**config.mk**
```make
export PLATFORM = sky130hd
export DESIGN_NAME = float_to_int_converter
export DESIGN_NICKNAME = d
export VERILOG_FILES = /design/src/rtl/float_to_int_converter.sv
export SDC_FILE = /design/constraint.sdc
export NUM_CORES = 1
export LEC_CHECK = 0
export ABC_AREA = 1
export BUFFER_PORTS_ARGS = -buffer_cell sky130_fd_sc_hd__buf_2
export CAP_MARGIN = 10
export CORE_MARGIN = 2
export CORE_UTILIZATION = 49
export CTS_CLUSTER_SIZE = 8
export DETAILED_ROUTE_END_ITERATION = 6
export GPL_ROUTABILITY_DRIVEN = 0
export PLACE_DENSITY = 0.84
export SLEW_MARGIN = 20
export SYNTH_ARGS = -nofsm -noshare
export SYNTH_HDL_FRONTEND = slang
export SYNTH_SLANG_ARGS = --single-unit
```
**constraint.sdc**
```tcl
create_clock -name clk -period 1.2 [get_ports clk]
set_input_delay 0.24 -clock clk [delete_from_list [all_inputs] [get_ports clk]]
set_output_delay 0.24 -clock clk [all_outputs]
set_load 0.05 [all_outputs]
```
**src/rtl/float_to_int_converter.sv**
```systemverilog
// float_to_int_converter
//   Converts a sign/exponent/significand float {sign, exp[EXP_W-1:0], frac[FRAC_W-1:0]}
//   with value (-1)^S * (F / 2^FRAC_W) * 2^E into an INT_W-bit two's-complement integer.
//   Truncates toward zero, using one right shift per cycle. Out-of-range results saturate
//   and raise overflow_o. inexact_o reports nonzero fraction bits that were discarded.
//   The input and the output each use a valid/ready handshake.
//
// Ports
//   clk        clock, rising edge
//   rst_n      synchronous active-low reset
//   float_i    {sign, exp, frac}, sampled only on the accepting edge
//   valid_i    float_i valid
//   ready_o    converter idle and able to accept
//   int_o      converted integer (registered)
//   overflow_o result saturated
//   inexact_o  nonzero fraction bits discarded (never set together with overflow_o)
//   valid_o    int_o and flags valid
//   ready_i    downstream accepts the result
module float_to_int_converter #(
    parameter int unsigned EXP_W  = 4,
    parameter int unsigned FRAC_W = 8,
    parameter int unsigned INT_W  = 8   // must equal FRAC_W
) (
    input  logic                    clk,
    input  logic                    rst_n,
    input  logic [EXP_W+FRAC_W:0]   float_i,
    input  logic                    valid_i,
    output logic                    ready_o,
    output logic [INT_W-1:0]        int_o,
    output logic                    overflow_o,
    output logic                    inexact_o,
    output logic                    valid_o,
    input  logic                    ready_i
);

    localparam int unsigned CntW = $clog2(FRAC_W + 1);

    localparam logic [INT_W-1:0]  IntMax = {1'b0, {(INT_W - 1){1'b1}}};
    localparam logic [INT_W-1:0]  IntMin = {1'b1, {(INT_W - 1){1'b0}}};
    localparam logic [FRAC_W-1:0] MagMaxPos = FRAC_W'((1 << (INT_W - 1)) - 1);
    localparam logic [FRAC_W-1:0] MagMaxNeg = FRAC_W'(1 << (INT_W - 1));

    typedef enum logic [1:0] {StIdle, StShift, StDone} state_e;

    state_e state_q, state_d;

    logic              sign_q, sign_d;
    logic [FRAC_W-1:0] mag_q, mag_d;
    logic              sticky_q, sticky_d;
    logic              ovf_q, ovf_d;
    logic [CntW-1:0]   cnt_q, cnt_d;
    logic [INT_W-1:0]  int_q, int_d;
    logic              overflow_q, overflow_d;
    logic              inexact_q, inexact_d;

    logic [EXP_W-1:0]  exp_f;
    logic              exp_ovf;
    logic [CntW-1:0]   shift_k;
    logic              accept;

    logic [INT_W-1:0]  res_int;
    logic              res_ovf;

    // State register and datapath registers
    always_ff @(posedge clk) begin
        if (!rst_n) begin
            state_q    <= StIdle;
            sign_q     <= 1'b0;
            mag_q      <= '0;
            sticky_q   <= 1'b0;
            ovf_q      <= 1'b0;
            cnt_q      <= '0;
            int_q      <= '0;
            overflow_q <= 1'b0;
            inexact_q  <= 1'b0;
        end else begin
            state_q    <= state_d;
            sign_q     <= sign_d;
            mag_q      <= mag_d;
            sticky_q   <= sticky_d;
            ovf_q      <= ovf_d;
            cnt_q      <= cnt_d;
            int_q      <= int_d;
            overflow_q <= overflow_d;
            inexact_q  <= inexact_d;
        end
    end

    // Shift count: the binary point sits FRAC_W bits left of the significand LSB, so an
    // exponent of E needs FRAC_W-E right shifts. E > FRAC_W cannot fit and saturates.
    always_comb begin
        exp_f   = float_i[FRAC_W +: EXP_W];
        exp_ovf = (32'(exp_f) > FRAC_W);
        shift_k = exp_ovf ? '0 : CntW'(FRAC_W - 32'(exp_f));
        accept  = valid_i && (state_q == StIdle);
    end

    // Final result from the fully shifted magnitude
    always_comb begin
        res_int = '0;
        res_ovf = 1'b0;
        if (ovf_q) begin
            res_int = sign_q ? IntMin : IntMax;
            res_ovf = 1'b1;
        end else if (!sign_q && (mag_q > MagMaxPos)) begin
            res_int = IntMax;
            res_ovf = 1'b1;
        end else if (sign_q && (mag_q > MagMaxNeg)) begin
            res_int = IntMin;
            res_ovf = 1'b1;
        end else begin
            // Negating 0 yields 0, so -0.x comes out as 0x00.
            res_int = sign_q ? INT_W'(~mag_q + FRAC_W'(1)) : INT_W'(mag_q);
        end
    end

    // Next-state logic
    always_comb begin
        state_d = state_q;
        unique case (state_q)
            StIdle:  if (accept) state_d = StShift;
            StShift: if (cnt_q == '0) state_d = StDone;
            StDone:  if (ready_i) state_d = StIdle;
            default: state_d = StIdle;
        endcase
    end

    // Datapath next-state
    always_comb begin
        sign_d     = sign_q;
        mag_d      = mag_q;
        sticky_d   = sticky_q;
        ovf_d      = ovf_q;
        cnt_d      = cnt_q;
        int_d      = int_q;
        overflow_d = overflow_q;
        inexact_d  = inexact_q;
        unique case (state_q)
            StIdle: begin
                if (accept) begin
                    sign_d   = float_i[EXP_W + FRAC_W];
                    mag_d    = float_i[FRAC_W-1:0];
                    sticky_d = 1'b0;
                    ovf_d    = exp_ovf;
                    cnt_d    = shift_k;
                end
            end
            StShift: begin
                if (cnt_q != '0) begin
                    mag_d    = mag_q >> 1;
                    sticky_d = sticky_q | mag_q[0];
                    cnt_d    = cnt_q - CntW'(1);
                end else begin
                    int_d      = res_int;
                    overflow_d = res_ovf;
                    inexact_d  = sticky_q & ~res_ovf;
                end
            end
            StDone: ;
            default: ;
        endcase
    end

    // Outputs
    always_comb begin
        ready_o    = (state_q == StIdle);
        valid_o    = (state_q == StDone);
        int_o      = int_q;
        overflow_o = overflow_q;
        inexact_o  = inexact_q;
    end

endmodule

```
=== Word-level counts from Yosys, hierarchy flattened ===
Index checks and enable logic that the tools add are counted.

* Register bits: 27
* Output and inout bits: 12
* Word-level logic and storage cells: 60

* Add/sub/neg operators: 3
* Magnitude comparators: 3
* Equal/unequal tests: 6
* Mux-type cells: 22
* Bitwise operators: 5
* Reduce and logical (&&, ||, !) cells: 12

{| class="wikitable"
|+ Operators with widths
! kind !! number
|-
| two-way mux 8 bit || 7
|-
| case mux 8 bit (2 select lines) || 1
|-
| two-way mux 4 bit || 3
|-
| adder 8 x 1 -> 8 bit (second input constant) || 1
|-
| greater-than comparator 8 x 7 -> 1 bit (second input constant) || 1
|-
| greater-than comparator 8 bit (second input constant) || 1
|-
| NOT 8 bit || 1
|-
| case mux 4 bit (2 select lines) || 1
|-
| two-way mux 2 bit || 3
|-
| case mux 2 bit (3 select lines) || 1
|-
| AND reduction 3 bit || 2
|-
| two-way mux 1 bit || 5
|-
| greater-than comparator 4 bit (second input constant) || 1
|-
| logical NOT 4 bit || 1
|-
| inequality test 2 x 1 -> 1 bit (second input constant) || 2
|-
| inequality test 2 bit (second input constant) || 2
|-
| AND reduction 2 bit || 2
|-
| nonzero test 4 bit || 1
|-
| subtractor 4 x 1 -> 4 bit (second input constant) || 1
|-
| subtractor 4 bit (first input constant) || 1
|-
| logical AND 1 bit || 3
|-
| == test 2 x 1 -> 1 bit (second input constant) || 1
|-
| == test 2 bit (second input constant) || 1
|-
| logical NOT 2 bit || 1
|-
| 6 further kinds || 7
|}

=== Longest topological paths before layout ===
Gate-level depths: netlist of run 1.

* Depth after elaboration: 7
* Gate-level depth with buffers: 9
* Depth with buffers taken out: 9

=== Worst setup path before layout of run 1 ===
OpenSTA, ideal clock, no wires.

* Path type: flip-flop to flip-flop
* Start: register state_q[1]
* End: register mag_q[4]
* Arrival time: 1687 ps
* Path slack: -607 ps
* Cell stages (with the launch flop): 8
* Period minus slack after synthesis: 1807 ps
* Cell sequence: dfxtp_1 > nor2_1 > nand2_2 > inv_2 > a21oi_4 > buf_6 > o21ai_1 > a21oi_1

* Word-level cells in the longest chain between the ends: 4
* Elaborated cells on any way between the ends: 8

{| class="wikitable"
|+ RTL lines
! element !! RTL line !! text
|-
| start: declaration || 45 || <nowiki>state_e state_q, state_d;</nowiki>
|-
| start signal: assignment || 67 || <nowiki>state_q <= StIdle;</nowiki>
|-
| start signal: assignment || 77 || <nowiki>state_q <= state_d;</nowiki>
|-
| logical NOT 2 bit * || -- ||
|-
| via ready_o || 28 || <nowiki>output logic ready_o,</nowiki>
|-
| logical AND 1 bit || 95 || <nowiki>accept = valid_i && (state_q == StIdle);</nowiki>
|-
| inequality test 2 x 1 -> 1 bit (no source line) || -- ||
|-
| AND reduction 3 bit (no source line) || -- ||
|-
| end signal: assignment || 79 || <nowiki>mag_q <= mag_d;</nowiki>
|-
| end: declaration || 48 || <nowiki>logic [FRAC_W-1:0] mag_q, mag_d;</nowiki>
|}

Mark *: on every way through the listed nets, which the timed path passes. The rest lies on a longest branch.
A chain may end at the register's enable or synchronous reset.

=== Worst setup path after layout of run 1 ===
* Start: register cnt_q[0]
* End: register int_q[1] (netlist: int_o[1])

* Word-level cells in the longest chain between the ends: 3

{| class="wikitable"
|+ RTL lines
! element !! RTL line !! text
|-
| start: declaration || 51 || <nowiki>logic [CntW-1:0] cnt_q, cnt_d;</nowiki>
|-
| start signal: assignment || 82 || <nowiki>cnt_q <= cnt_d;</nowiki>
|-
| nonzero test 4 bit || 149 || <nowiki>if (cnt_q != '0) begin</nowiki>
|-
| NOT 1 bit (no source line) || -- ||
|-
| AND reduction 2 bit (no source line) || -- ||
|-
| end signal: assignment || 83 || <nowiki>int_q <= int_d;</nowiki>
|-
| end: declaration || 52 || <nowiki>logic [INT_W-1:0] int_q, int_d;</nowiki>
|}

No other way between the ends.

==> results_dict.tcl, run 1 <==
set metrics [dict create \
    yosysSeqAreaShare_pct 36.7 \
    syn_area_mm2 0.00147 \
    vdd_drop_max_uv 1200 \
    required_ns 1.43 \
    path_cells "inv_2 -> ha_4 -> buf_4 -> nand4_4 -> clkinv_2 -> o21ai_0 -> a21oi_2" \
    violations "DRC, setup timing" \
    dp_cells 293 \
    tightest_slew_ns 0.485 \
    critical-path-max-stage-delay_ns 0.35 \
    period_needed_ns 1.38 \
    antenna_found_initial 0 \
    ant_nets 0 \
    cts_tree "yes" \
    crit_arrival_ns 1.61 \
    combPwrFrac_pct 52.0 \
    area_delta_synth_final_pct 46.1 \
    grt_pass1_wl_mm 6.76 \
    finalSetupViolations 27 \
    num-fill-cells 176 \
    critPathLaunch "cnt_q[0]$_SDFFE_PN0P_" \
    viasPerCell 5.36 \
    io_buffer_count 28 \
    postSynthNetCount 233 \
    initial_core_util_pct 52.5 \
    worst_setup_path_end_kind "register" \
    clockRootBuffer "clkbuf_4" \
    cts.path.max_buffers 2 \
    final_area_mm2 0.00215 \
    die_area_mm2 0.00346 \
    power_frac_seq_pct 35.3 \
    drt-pass1-iter-count 7 \
    clkPwrFrac_pct 12.8 \
    ys_warn_count 0 \
    synth.avg_cell_area_um2 6.91 \
    leakagePower_uw 0.000985 \
    p_sw_share_pct 43.1 \
    status "complete, but fails checks" \
    worst_setup_path_start_kind "register" \
    fp.dieW_um 58.8 \
    numCtsBuffers 3 \
    first_global_vias 1530 \
    r2r_end "int_o[1]$_SDFFE_PN0P_" \
    rsz0062_at_grt "true" \
    grt_util_all_layers_pct 25.3 \
    crit_end "int_o[1]$_SDFFE_PN0P_" \
    vias 1620 \
    syn_inst 213 \
    drive_above_1_share_pct 49.1 \
    path_clk_slew_ns 0.15 \
    timing.rr.start "cnt_q[0]$_SDFFE_PN0P_" \
    cap_violations 0 \
    synth_cell_type_count 26 \
    placed_cell_area_mm2 0.00186 \
    power-per-cell-area_mw_per_mm2 1480 \
    rows 19 \
    cts.sinks 27 \
    drc 1 \
    synth-seq-cells 27 \
    io_pins 29 \
    fp.dieH_um 58.8 \
    mostFrequentLayoutCell "buf_4" \
    crit_fanout 5 \
    fin_worst_skew_ns 0.00273 \
    finalNonFillerCells 302 \
    drt_iter0_markers 69 \
    final_nets 292 \
    layout_common_cells "buf_4, nand2_1, inv_1, dfxtp_1, nor2_1" \
    insertion_delay_ns 0.33 \
    hold_path.class "input port to register" \
    hold_buffers 0 \
    htreeDepth 1 \
    r2r_cells 7 \
    crit_type "register to register" \
    overflow 0 \
    diodes 0 \
    whs_path_depth 4 \
    slew_headroom_pct 67.7 \
    setup_slack_ns -0.176 \
    r2r_setup_slack_ns -0.18 \
    hold_viol 0 \
    slowest_stage "dfxtp_2" \
    period_share_pct 115 \
    wire_per_inst_um 14.0 \
    internal_power_uw 1820 \
    routed_wl_mm 4.21 \
    grt_max_degree 21 \
    p_switching_uw 1380 \
    coreArea_mm2 0.00281 \
    hold_slack_ns 0.165 \
    clock.fmax_mhz 727 \
    dp_hpwl_mm 2.67 \
    maxSlewViolCount 0 \
]
[cells by family after synthesis]
| group | Yosys count | share of synthesized area (%) |
|---|---|---|
| buffers and inverters | 39 | 11.4 |
| flip-flops | 27 | 36.7 |
| AND/OR/NAND/NOR | 78 | 23.3 |
| XOR/XNOR | 4 | 2.38 |
| AO/OA/AOI/OAI | 62 | 23.7 |
| adder cells (fa/ha/maj) | 3 | 2.55 |
[worst max-delay path, delay by kind of cell (launching register included)]
kind            cells  cell delay, ns
flops               1            0.35
compound gates      2            0.28
buf+inv             3            0.31
simple gates        1            0.16
fa+ha+maj           1            0.16
[layer usage]
layer | GRT usage [%] | vias to the layer above | wire length [um]
met1 | 31.9 | 745 | 1830
met3 | 4.62 | 9 | 181
met4 | 9.74 | 0 | 72
met2 | 42.7 | 53 | 2130
met5 | 0 | - | 0
li1 | - | 813 | -
[power by group through the flow]
stage	Sequential, uW	Combinational (uW)	Clock (uW)
3_5_place_dp	1120	1310	0
2_1_floorplan	1270	751	0
6_report	1130	1660	407
3_3_place_gp	1120	1270	0
5_1_grt	1140	1790	446
4_1_cts	1110	1480	409
[metrics by stage]
step,TNS [ns],power (uW),setup WS [ns],utilization [%]
finish,-3.00,3190,-0.176,76.7
global route,-4.44,3370,-0.231,76.7
CTS,-1.56,3000,-0.115,72.5
floorplan,-0.951,2020,-0.118,-
detailed placement,-1.25,2430,-0.0936,66.3
global placement,-0.718,2390,-0.0731,66.3
[repair_timing]
action | 4_1_cts | 5_1_grt
buffers inserted | 2 | 1
pin swaps | 14 | 11
cloned | 2 | 0
resized for setup | 45 | 42
endpoints found under the setup margin | 25 | 37
[how the worst min path moves through the flow]
stage / to / slack, ns / from
6_report: state_q[1]$_SDFFE_PN0P_ / 0.17 / ready_i
5_1_grt: state_q[1]$_SDFFE_PN0P_ / 0.17 / ready_i
4_1_cts: state_q[1]$_SDFFE_PN0P_ / 0.16 / ready_i
3_5_place_dp: inexact_o$_SDFFE_PN0P_ / 0.46 / inexact_o$_SDFFE_PN0P_
3_3_place_gp: inexact_o$_SDFFE_PN0P_ / 0.45 / inexact_o$_SDFFE_PN0P_
2_1_floorplan: mag_q[7]$_SDFFE_PN0P_ / 0.38 / float_i[7]
[Yosys cell counts]
cell type | number | area [um^2]
nor2_1 | 29 | 109
a21oi_4 | 1 | 16.3
clkinv_1 | 2 | 7.51
o21ai_1 | 10 | 50.1
nand4_1 | 2 | 12.5
nand3_1 | 8 | 40.0
nor3_1 | 2 | 10.0
inv_1 | 27 | 101
nand2_2 | 2 | 12.5
nor2_4 | 1 | 11.3
dfxtp_1 | 27 | 541
nor2_2 | 1 | 6.26
buf_6 | 2 | 22.5
inv_4 | 1 | 6.26
clkinv_2 | 1 | 5.00
ha_1 | 3 | 37.5
inv_2 | 4 | 15.0
a21oi_1 | 21 | 105
buf_2 | 2 | 10.0
xor2_1 | 4 | 35.0
o21ai_2 | 6 | 52.6
nand4_4 | 1 | 21.3
nand2_1 | 32 | 120
a21o_1 | 1 | 7.51
o21ai_0 | 21 | 105
o22ai_1 | 2 | 12.5
[sequential cells by signal, indices dropped and copies added, names as in the netlist]
register and count:
cnt_q 4, mag_q 8, ovf_q 1, sticky_q 1, overflow_o 1, int_o 8
sign_q 1, inexact_o 1, state_q 2
[layout make-up]
| cell class | count | area, um^2 | area share (%) |
|---|---|---|---|
| Timing Repair Buffer | 57 | 419 | 19.5 |
| Tap cell | 31 | 38.8 | 1.80 |
| Multi-Input combinational cell | 147 | 963 | 44.8 |
| Clock buffer | 4 | 26.3 | 1.22 |
| Sequential cell | 27 | 554 | 25.8 |
| Timing Repair inverter | 1 | 5.00 | 0.233 |
| Inverter | 35 | 145 | 6.74 |
(Power assumes the default switching activity.)
==> run 2, diff against run 1 <==
--- a/config.mk
+++ b/config.mk
@@ -8,12 +8,14 @@
 export ABC_AREA = 1
 export BUFFER_PORTS_ARGS = -buffer_cell sky130_fd_sc_hd__buf_2
 export CAP_MARGIN = 10
-export CORE_MARGIN = 2
-export CORE_UTILIZATION = 49
+export CELL_PAD_IN_SITES_DETAIL_PLACEMENT = 0
+export CELL_PAD_IN_SITES_GLOBAL_PLACEMENT = 1
+export CORE_MARGIN = 1
+export CORE_UTILIZATION = 34
 export CTS_CLUSTER_SIZE = 8
 export DETAILED_ROUTE_END_ITERATION = 6
 export GPL_ROUTABILITY_DRIVEN = 0
-export PLACE_DENSITY = 0.84
+export PLACE_DENSITY_LB_ADDON = 0.1
 export SLEW_MARGIN = 20
 export SYNTH_ARGS = -nofsm -noshare
 export SYNTH_HDL_FRONTEND = slang
==> results_dict.tcl, run 2 (synthesis gave the netlist of run 1 again) <==
set metrics [dict create \
    status "complete, but fails checks" \
    violations "setup timing" \
    setup_tns_ns -1.89 \
    vdd_drop_max_uv 759 \
    period_needed_ns 1.39 \
    fin_worst_skew_ns 0.00211 \
    fp.dieW_um 67.8 \
    ant_nets 0 \
    mostFrequentLayoutCell "buf_4" \
    drc 0 \
    io_pins 29 \
    finalPower_uw 3330 \
    maxSlewViolCount 0 \
    multi_input_area_um2 956 \
    rsz0062_at_grt "true" \
    coreArea_mm2 0.00409 \
    grt_max_degree 18 \
    insertion_delay_ns 0.27 \
    met1_usage_pct 24.4 \
    final_nets 302 \
    cp_top_family "buffers and inverters" \
    grtUsageMet3_pct 3.50 \
    htreeDepth 1 \
    crit_type "register to register" \
    period_share_pct 116 \
    grt_pass1_wl_mm 6.30 \
    viasPerCell 4.63 \
    path_cells "nor2_4 -> buf_4 -> a21oi_4 -> inv_2 -> nand2_2 -> buf_4 -> o22ai_1" \
    slowest_stage "dfxtp_4" \
    hold_viol 0 \
    grt_util_all_layers_pct 18.2 \
    wire_per_inst_um 12.3 \
    leakagePower_uw 0.00104 \
    critical-path-max-stage-delay_ns 0.38 \
    initial_core_util_pct 36.0 \
    worst_setup_path_end_kind "register" \
    numCtsBuffers 3 \
    utilization_pct 54.6 \
    drive_above_1_share_pct 48.4 \
    die_area_mm2 0.00460 \
    fp.dieH_um 67.8 \
    slew_headroom_pct 78.5 \
    antenna_found_initial 0 \
    layout_common_cells "buf_4, nand2_1, buf_2, inv_1" \
    clockRootBuffer "clkbuf_8" \
    area_delta_synth_final_pct 51.6 \
    io_buffer_count 28 \
    drt-pass1-iter-count 4 \
    cap_violations 0 \
    met2_usage_pct 30.4 \
    path_clk_slew_ns 0.09 \
    worst_setup_path_start_kind "register" \
    diodes 0 \
    grt-busiest-layer "met2" \
    clock.fmax_mhz 719 \
    crit_fanout 5 \
    cp_num_buf_inv 3 \
    finalSetupViolations 25 \
    drt_iter0_markers 39 \
    min-delay-start "ready_i" \
    hold_path.class "input port to register" \
    cts_tree "yes" \
    tightest_slew_ns 0.321 \
    timing.rr.start "state_q[1]$_SDFFE_PN0P_" \
    rows 23 \
    crit_path_frequent_cell "buf_4" \
    dp_hpwl_mm 2.90 \
    required_ns 1.38 \
    routed_wl_mm 4.08 \
    cts.sinks 27 \
    dp_cells 319 \
    vias 1533 \
    first_global_vias 1416 \
    cts.path.max_buffers 2 \
    num-fill-cells 399 \
    power-per-cell-area_mw_per_mm2 1490 \
    crit_arrival_ns 1.57 \
    setup_slack_ns -0.190 \
    regArea_um2 554 \
    finalNonFillerCells 331 \
    overflow 0 \
    critPathLaunch "state_q[1]$_SDFFE_PN0P_" \
]
-- run 2: path summary, 6_finish.rpt --
path                              to  slack (ns)  cells past startpoint
max            cnt_q[0]$_SDFFE_PN0P_       -0.19                      7
min          state_q[1]$_SDFFE_PN0P_        0.21                      4
max reg2reg    cnt_q[0]$_SDFFE_PN0P_       -0.19                      7
min reg2reg   inexact_o$_SDFFE_PN0P_        0.46                      2
-- run 2: metrics by stage --
stage	cell area, um^2	hold WS, ns	setup slack (ns)
after floorplan	1530	0.379	-0.118
after global placement	1940	0.454	-0.127
after detailed placement	1940	0.453	-0.129
after CTS	2080	0.212	-0.0832
after global routing	2230	0.215	-0.258
final	2230	0.212	-0.190
-- run 2: per-layer routing --
layer | share of wire, % | vias up
li1 | - | 826
met1 | 49 | 680
met2 | 47 | 25
met3 | 2.9 | 2
met4 | 0.51 | 0
met5 | 0 | -
-- run 2: repair_timing --
| item | 4_1_cts | 5_1_grt |
|---|---|---|
| setup endpoints to repair | 26 | 27 |
| buffers inserted | 4 | 3 |
| gates resized for setup | 24 | 40 |
| cloned | 0 | 1 |
| hold endpoints to repair | 0 | 0 |
| hold buffers | 0 | 0 |
| pin swaps | 5 | 15 |
-- run 2: cell type report --
class	count	area share, %
multi-input combinational	147	42.8
sequential	27	24.8
timing repair buffer	67	20.9
inverter	35	6.39
tap	50	2.80
clock buffer	4	2.02
timing repair inverter	1	0.224
-- run 2: worst register-to-register path, stage by stage (launching register included) --
cell and delay [ns]:
dfxtp_4 0.38, nor2_4 0.22, buf_4 0.17, a21oi_4 0.07
inv_2 0.08, nand2_2 0.06, buf_4 0.14, o22ai_1 0.18
-- run 2: power breakdown --
group / switching (uW) / internal, uW
clock: 288 / 238
sequential: 96.2 / 1030
combinational: 981 / 696
